===== config.mk =====
export PLATFORM = sky130hd
export DESIGN_NAME = coraz7_uart_tx
export DESIGN_NICKNAME = d
export VERILOG_FILES = /design/src/rtl/coraz7_uart_tx.sv
export SDC_FILE = /design/constraint.sdc
export NUM_CORES = 1
export LEC_CHECK = 0
export CORE_MARGIN = 2
export CORE_UTILIZATION = 25
export DETAILED_ROUTE_END_ITERATION = 12
export SLEW_MARGIN = 25
export SYNTH_ARGS = -nofsm -noshare
export SYNTH_HDL_FRONTEND = slang
export SYNTH_SLANG_ARGS = --single-unit

===== constraint.sdc =====
create_clock -name clk -period 6.75 [get_ports clk]
set_input_delay 1.35 -clock clk [delete_from_list [all_inputs] [get_ports clk]]
set_output_delay 1.35 -clock clk [all_outputs]
set_load 0.01 [all_outputs]

===== src/rtl/coraz7_uart_tx.sv =====
// Outbound debug-console UART for the Cora Z7 wrapper: a small byte FIFO
// on a valid/ready handshake, drained by an 8N1 serialiser onto uart_txd.
module coraz7_uart_tx #(
  parameter int CLK_FREQ_HZ = 125000000,
  parameter int BAUD        = 115200,
  parameter int FIFO_DEPTH  = 16
) (
  input  logic                        clk,
  input  logic                        rst_n,
  input  logic                        tx_valid,
  output logic                        tx_ready,
  input  logic [7:0]                  tx_data,
  output logic                        uart_txd,
  output logic                        busy,
  output logic [$clog2(FIFO_DEPTH):0] fifo_count
);

  localparam int CLKS_PER_BIT = (CLK_FREQ_HZ + BAUD / 2) / BAUD;
  localparam int BW = (CLKS_PER_BIT > 1) ? $clog2(CLKS_PER_BIT) : 1;
  localparam int AW = $clog2(FIFO_DEPTH);
  localparam int CW = AW + 1;
  localparam logic [BW-1:0] BAUD_LAST = BW'(CLKS_PER_BIT - 1);
  localparam logic [CW-1:0] FIFO_FULL = CW'(FIFO_DEPTH);

  typedef enum logic [1:0] {IDLE, START, DATA, STOP} state_t;

  logic [7:0]    mem [FIFO_DEPTH];
  logic [AW-1:0] wr_ptr_reg;
  logic [AW-1:0] rd_ptr_reg;
  logic [CW-1:0] count_reg;
  logic          push;
  logic          pop;

  state_t        state_reg, state_next;
  logic [BW-1:0] baud_cnt_reg, baud_cnt_next;
  logic [2:0]    bit_idx_reg, bit_idx_next;
  logic [7:0]    shift_reg, shift_next;
  logic          txd_reg, txd_next;
  logic          bit_done;

  assign tx_ready   = (count_reg != FIFO_FULL);
  assign push       = tx_valid && tx_ready;
  assign bit_done   = (baud_cnt_reg == BAUD_LAST);
  assign uart_txd   = txd_reg;
  assign busy       = (state_reg != IDLE) || (count_reg != '0);
  assign fifo_count = count_reg;

  // Storage has no reset so it maps onto RAM; only the pointers are cleared.
  always_ff @(posedge clk) begin
    if (push) begin
      mem[wr_ptr_reg] <= tx_data;
    end
  end

  always_ff @(posedge clk) begin
    if (!rst_n) begin
      wr_ptr_reg <= '0;
      rd_ptr_reg <= '0;
      count_reg  <= '0;
    end else begin
      if (push) begin
        wr_ptr_reg <= wr_ptr_reg + 1'b1;
      end
      if (pop) begin
        rd_ptr_reg <= rd_ptr_reg + 1'b1;
      end
      case ({push, pop})
        2'b10:   count_reg <= count_reg + 1'b1;
        2'b01:   count_reg <= count_reg - 1'b1;
        default: count_reg <= count_reg;
      endcase
    end
  end

  // The head byte is read synchronously straight into the shifter on a pop.
  always_ff @(posedge clk) begin
    if (pop) begin
      shift_reg <= mem[rd_ptr_reg];
    end else begin
      shift_reg <= shift_next;
    end
  end

  always_ff @(posedge clk) begin
    if (!rst_n) begin
      state_reg    <= IDLE;
      baud_cnt_reg <= '0;
      bit_idx_reg  <= '0;
      txd_reg      <= 1'b1;
    end else begin
      state_reg    <= state_next;
      baud_cnt_reg <= baud_cnt_next;
      bit_idx_reg  <= bit_idx_next;
      txd_reg      <= txd_next;
    end
  end

  // txd_next is the level of the coming cycle, so the line never lags a state change.
  always_comb begin
    state_next    = state_reg;
    baud_cnt_next = baud_cnt_reg;
    bit_idx_next  = bit_idx_reg;
    shift_next    = shift_reg;
    txd_next      = txd_reg;
    pop           = 1'b0;

    case (state_reg)
      IDLE: begin
        txd_next      = 1'b1;
        baud_cnt_next = '0;
        if (count_reg != '0) begin
          pop        = 1'b1;
          txd_next   = 1'b0;
          state_next = START;
        end
      end
      START: begin
        if (bit_done) begin
          baud_cnt_next = '0;
          bit_idx_next  = '0;
          txd_next      = shift_reg[0];
          state_next    = DATA;
        end else begin
          baud_cnt_next = baud_cnt_reg + 1'b1;
        end
      end
      DATA: begin
        if (bit_done) begin
          baud_cnt_next = '0;
          if (bit_idx_reg == 3'd7) begin
            txd_next   = 1'b1;
            state_next = STOP;
          end else begin
            shift_next   = {1'b0, shift_reg[7:1]};
            txd_next     = shift_reg[1];
            bit_idx_next = bit_idx_reg + 1'b1;
          end
        end else begin
          baud_cnt_next = baud_cnt_reg + 1'b1;
        end
      end
      STOP: begin
        if (bit_done) begin
          baud_cnt_next = '0;
          if (count_reg != '0) begin
            pop        = 1'b1;
            txd_next   = 1'b0;
            state_next = START;
          end else begin
            txd_next   = 1'b1;
            state_next = IDLE;
          end
        end else begin
          baud_cnt_next = baud_cnt_reg + 1'b1;
        end
      end
      default: begin
        txd_next   = 1'b1;
        state_next = IDLE;
      end
    endcase
  end

endmodule

==> flow_summary.yaml, run 1 <==
run_status:
  outcome: "completed"
setup_path:
  r2r-end: "fifo_count[4]$_SDFFE_PN0P_"
  cp.arrival_ps: 4060
  cp_slowest_cell: "clkdlybuf4s50_1"
  cpMostUsedCell: "ha_1"
  crit_path_cell_trace: "clkdlybuf4s50_1 -> a21boi_2 -> inv_1 -> ha_1 -> xor2_1 -> ha_1 -> o21a_1 -> o21ai_0 -> a21oi_1 -> o211ai_1 -> nand2_1"
  critPathMaxStageDelay_ps: 520
  worst_ep_required_time_ps: 7060
  critPathMaxFanout: 10
  worstRegToRegCells: 13
  reg2reg_slack_ps: 3350
  worstSetupPathType: "input pin to flip-flop"
  crit_family: "compound AO/OA/AOI/OAI gates"
  critPathLaunchType: "input pin"
  cp-end-kind: "flip-flop"
  reg2reg_from: "baud_cnt_reg[0]$_SDFF_PP0_"
  crit_buf_inv: 2
die:
  die_w_um: 174
  rows: 62
  io_pins: 19
  core-area_um2: 28500
  die_area_um2: 30200
  start_util_pct: 25.2
  die_h_um: 174
finish:
  layoutNonFillerInstCount: 870
  num-nets-final: 501
  utilization_pct: 29.3
  diodes: 0
  area_growth_pct: 16.2
  drive_gt1_share_pct: 16.9
  largest_reg_flops: 128
place:
  portBuffers: 18
  gp_congestion: 0.761
  placed_cells: 838
  dp_hpwl_um: 8950
clocking:
  cts_made_buffers: 17
  cts_hold_buf: 0
  clk_latency_ps: 430
  clk_pin_slew_ps: 60
  post_cts_buffers: 0
  htreeDepth: 4
  cts_buffer_depth: 2
  clock-root-buffer: "clkbuf_16"
  cts_tree: "yes"
  clock_sinks: 170
  cts-resized-gates: 0
grt:
  grt_pass1_wl_um: 21800
  antenna_found_initial: 0
  grt.met3_usage_pct: 1.80
  top_usage_layer: "met2"
  grt_pass1_vias: 4026
  grt_max_degree: 33
  use_met1_pct: 11.9
  grt.total_usage_pct: 9.34
  use_met2_pct: 15.6
  grt_overflow_total: 0
yosys:
  synth_top_area_share_pct: 56.7
  yosysUniqueCellTypes: 51
  ys.flop_type: "edfxtp_1"
  yosys_warnings: 0
  postSynth.asyncResetShare_pct: 0
  synthCells: 455
  synth_nets: 483
  syn_avg_cell_area_um2: 15.8
  synth-edff-count: 136
  synth-seq-cells: 170
  syn_area_um2: 7200
  synthTopCellsByArea: "edfxtp_1, dfxtp_1, mux4_2"
  synth_top_cell_by_area: "edfxtp_1"
  synth_seq_area_share_pct: 66.1
timing:
  hold_viol_final: 0
  relSlewSlack_pct: 37.5
  fin_crit_sh_pct: 55.6
  setup-tns-final_ps: 0
  fmax_mhz: 267
  timing.hold.ws_ps: 475
  finalMaxSlewViolations: 0
  tightest_slew_ps: 934
  fin_crit_ps: 3750
  setup_viol: 0
  fin_worst_skew_ps: 11.5
  rsz0062_at_grt: "false"
hold_path:
  min_to: "baud_cnt_reg[0]$_SDFF_PP0_"
  hp-start: "baud_cnt_reg[0]$_SDFF_PP0_"
  whs_path_depth: 1
  min_path_type: "flip-flop to flip-flop"
pwr:
  power.total_mw: 2.98
  power_density_nw_per_um2: 356
  ir_drop_mv: 0.160
  p_leak_nw: 2.71
drt:
  vias: 3784
  drt-wirelength-per-cell_um: 15.4
  drc: 0
  drtPass1Iterations: 4
  ant_nets: 0
  vias_per_cell: 4.35
  wirelength_um: 13400
  drt_iter0_markers: 236
flow_run:
  max_cap_viol_count: 0
==> per-layer routing <==
layer / share of wire, % / wire (µm)
met1: 45 / 5980
met5: 0 / 0
met4: 1.0 / 141
met3: 5.0 / 675
met2: 49 / 6630
==> stage by stage <==
stage	worst slack [ps]	instance area [µm²]
6_report	3000	8370
5_1_grt	2800	8370
4_1_cts	3050	8370
3_5_place_dp	2600	7780
3_3_place_gp	2750	7760
2_1_floorplan	3480	7200
==> where the power goes <==
group	leakage [nW]	internal, mW	switching (mW)
clock network	0.282	0.551	0.414
registers	1.51	1.24	0.0508
logic	0.924	0.346	0.379
total	2.71	2.14	0.843
==> Yosys cell counts (all sizes together) (3+ instances only) <==
library cell / instances
xnor2: 6
dfxtp: 34
a21oi: 6
mux2: 7
edfxtp: 136
mux2i: 9
nand2b: 10
o211ai: 3
nand3: 13
nor2b: 7
a31oi: 3
a21boi: 4
a22oi: 15
ha: 17
or3: 3
nor2: 31
nor3: 6
and2: 9
xor2: 8
o21ai: 9
inv: 10
buf: 9
mux4: 33
clkbuf: 14
nand4: 4
nand2: 28
==> worst reg2reg max path, delay by kind of cell, from the launching register on <==
family / cells / cell delay, ps
AO/OA/AOI/OAI: 5 / 890
XOR/XNOR: 1 / 130
adder cells (fa/ha/maj): 3 / 890
buffers and inverters: 1 / 60
flip-flops: 1 / 340
AND/OR/NAND/NOR: 3 / 970
==> worst max path at each step <==
stage	startpoint	to	cells past startpoint
2_1_floorplan	tx_valid	fifo_count[4]$_SDFFE_PN0P_	11
3_3_place_gp	tx_valid	fifo_count[4]$_SDFFE_PN0P_	11
3_5_place_dp	tx_valid	fifo_count[4]$_SDFFE_PN0P_	11
4_1_cts	tx_valid	fifo_count[4]$_SDFFE_PN0P_	11
5_1_grt	tx_valid	fifo_count[4]$_SDFFE_PN0P_	11
6_report	tx_valid	fifo_count[4]$_SDFFE_PN0P_	11
==> logic make-up (layout without fill, tap and decap cells) <==
logic type,count (synthesis),in the layout,share of synthesized area (%)
adder cells (fa/ha/maj),17,17,2.95
AND/OR/NAND/NOR,123,123,9.08
XOR/XNOR,14,14,1.70
buffers and inverters,33,64,2.33
multiplexers,49,49,13.0
flip-flops,170,170,66.1
AO/OA/AOI/OAI,49,49,4.76
==> placed cells by master, fill, tap and decap left out, types with 3 or more instances in the layout <==
cell type,Yosys,routed
a21boi_0,3,3
nand4_1,4,4
mux4_2,26,26
a21oi_1,6,6
mux4_1,7,7
inv_1,10,10
edfxtp_1,136,136
nand3_1,12,12
clkinvlp_4,0,3
nor2_1,31,31
nand2b_1,10,10
or3_1,3,3
mux2i_1,9,9
mux2_2,7,7
a22oi_1,15,15
nand2_1,27,27
clkdlybuf4s50_1,0,18
dfxtp_1,34,33
buf_4,2,4
and2_1,9,9
o21ai_0,9,9
xor2_1,8,8
a31oi_1,3,3
ha_1,17,17
xnor2_1,6,6
inv_6,0,3
clkbuf_16,0,17
nor2b_1,7,7
o211ai_1,3,3
nor3_2,0,3
==> cell type report <==
class | count | area, µm²
clock buffers | 17 | 425
clock inverters | 15 | 163
fillers | 2888 | 20200
inverters | 10 | 37.5
multi-input cells | 252 | 2290
flip-flops and latches | 170 | 4770
well taps | 384 | 480
repair buffers | 22 | 210
Power figures use the tool's default switching activity.
==> inputs of run 2 (changes only) <==
==> constraint.sdc (replaced) <==
create_clock -name clk -period 3.27 [get_ports clk]
set_input_delay 0.654 -clock clk [delete_from_list [all_inputs] [get_ports clk]]
set_output_delay 0.654 -clock clk [all_outputs]
set_load 0.01 [all_outputs]
==> flow_summary.yaml, run 2 (synthesis gave the netlist of run 1 again) <==
drt:
  vias: 3926
  drc: 0
  ant_nets: 0
  wirelength_um: 14100
  drtPass1Iterations: 5
  vias_per_cell: 4.43
  drt-wirelength-per-cell_um: 15.9
  drt_iter0_markers: 320
setup_path:
  worstSetupPathType: "flip-flop to output pin"
  cp-end-kind: "output pin"
  critPathMaxStageDelay_ps: 500
  crit_path_cell_trace: "nor4_2 -> and2b_2 -> nand2_1 -> clkdlybuf4s50_1"
  cp_slowest_cell: "clkdlybuf4s50_1"
  critPathMaxFanout: 10
  critPathLaunchType: "flip-flop"
  worst_ep_required_time_ps: 2620
  reg2reg_slack_ps: 450
  cp.arrival_ps: 2180
die:
  die_area_um2: 30200
  die_h_um: 174
  rows: 62
  core-area_um2: 28500
  die_w_um: 174
  start_util_pct: 25.2
  io_pins: 19
place:
  dp_hpwl_um: 9310
  dpl_cell_area_um2: 7910
  portBuffers: 18
  place_ws_ps: 213
  gp_congestion: 0.764
finish:
  drive_gt1_share_pct: 19.1
  multi_input_area_um2: 2270
  diodes: 0
  layout_commonest_cell: "edfxtp_1"
  area_growth_pct: 17.8
  largest_reg_flops: 128
  final_cell_area_um2: 8490
  num-nets-final: 518
  nFillCells: 2870
  regArea_um2: 4770
  layout_common_cells: "edfxtp_1, dfxtp_1, nor2_1"
timing:
  tightest_slew_ps: 736
  fmax_mhz: 353
  rsz0062_at_grt: "false"
  setup-tns-final_ps: 0
  fin_crit_sh_pct: 86.6
  setup_viol: 0
  fin_ws_ps: 440
  finalMaxSlewViolations: 0
  fin_crit_ps: 2830
  fin_worst_skew_ps: 16.3
  hold_viol_final: 0
  relSlewSlack_pct: 50.8
clocking:
  cts_hold_buf: 0
  cts_tree: "yes"
  cts_buffer_depth: 2
  post_cts_buffers: 0
  clk_pin_slew_ps: 70
  clk_latency_ps: 430
  cts_made_buffers: 17
  cts-resized-gates: 0
  htreeDepth: 4
  clock_sinks: 170
  clock-root-buffer: "clkbuf_16"
grt:
  grt_overflow_total: 0
  grt.total_usage_pct: 9.55
  grt_pass1_vias: 3989
  grt_max_degree: 30
  grt_pass1_wl_um: 22200
  antenna_found_initial: 0
pwr:
  power_density_nw_per_um2: 736
  p_leak_nw: 2.80
  ir_drop_mv: 0.399
hold_path:
  min_path_type: "flip-flop to flip-flop"
flow_run:
  max_cap_viol_count: 0
run_status:
  outcome: "completed"
## run 2: changes by cell type in the layout (fill, tap and decap cells not counted), moves of 2 or more
cell	before	now
nor3_2	3	0
buf_4	4	20
inv_6	3	7
clkinv_4	2	0
nor3_1	2	5
## run 2: stage by stage
| stage | hold WS (ps) | instances | power, mW | utilization (%) |
|---|---|---|---|---|
| after CTS | 490 | 886 | 6.30 | 29.7 |
| after global placement | 443 | 855 | 4.23 | 27.7 |
| after global routing | 510 | 886 | 6.55 | 29.7 |
| after detailed placement | 483 | 855 | 4.30 | 27.7 |
| final | 488 | 886 | 6.24 | 29.7 |
| after floorplan | 430 | 455 | 3.87 | - |
## run 2: path summary, 6_finish.rpt
kind	start	endpoint	cells after the start
max	fifo_count[1]$_SDFFE_PN0P_	busy	4
min	bit_idx_reg[1]$_SDFFE_PN0P_	bit_idx_reg[1]$_SDFFE_PN0P_	2
max reg2reg	state_reg[0]$_SDFFE_PN0P_	fifo_count[4]$_SDFFE_PN0P_	10
min reg2reg	bit_idx_reg[1]$_SDFFE_PN0P_	bit_idx_reg[1]$_SDFFE_PN0P_	2
## run 2: report_power, final
group | leakage [nW] | internal [mW] | switching [mW] | total, mW
clock | 0.284 | 1.14 | 0.857 | 2.00
combinational | 1.01 | 0.750 | 0.794 | 1.54
sequential | 1.51 | 2.56 | 0.144 | 2.70
## run 2: area by class of cell
cell class	instances	share of cell area, %
Inverter	10	0.442
Multi-Input combinational cell	252	26.8
Sequential cell	170	56.1
Tap cell	384	5.66
Clock buffer	17	5.01
Clock inverter	14	1.86
Timing Repair Buffer	39	4.13
## run 2: routing by layer
metal / share of wire (%) / global-route usage [%] / vias up
met3: 2.9 / 2.37 / 11
met1: 47 / 12.3 / 2034
met2: 49 / 15.8 / 65
li1: - / - / 1816
met5: 0 / 0 / -
met4: 1.1 / 2.91 / 0
## run 2: worst max-delay path, delay by kind of cell (launching register included)
family	cells	cell delay (ps)
buffers and inverters	1	500
flip-flops	1	420
AND/OR/NAND/NOR	3	830
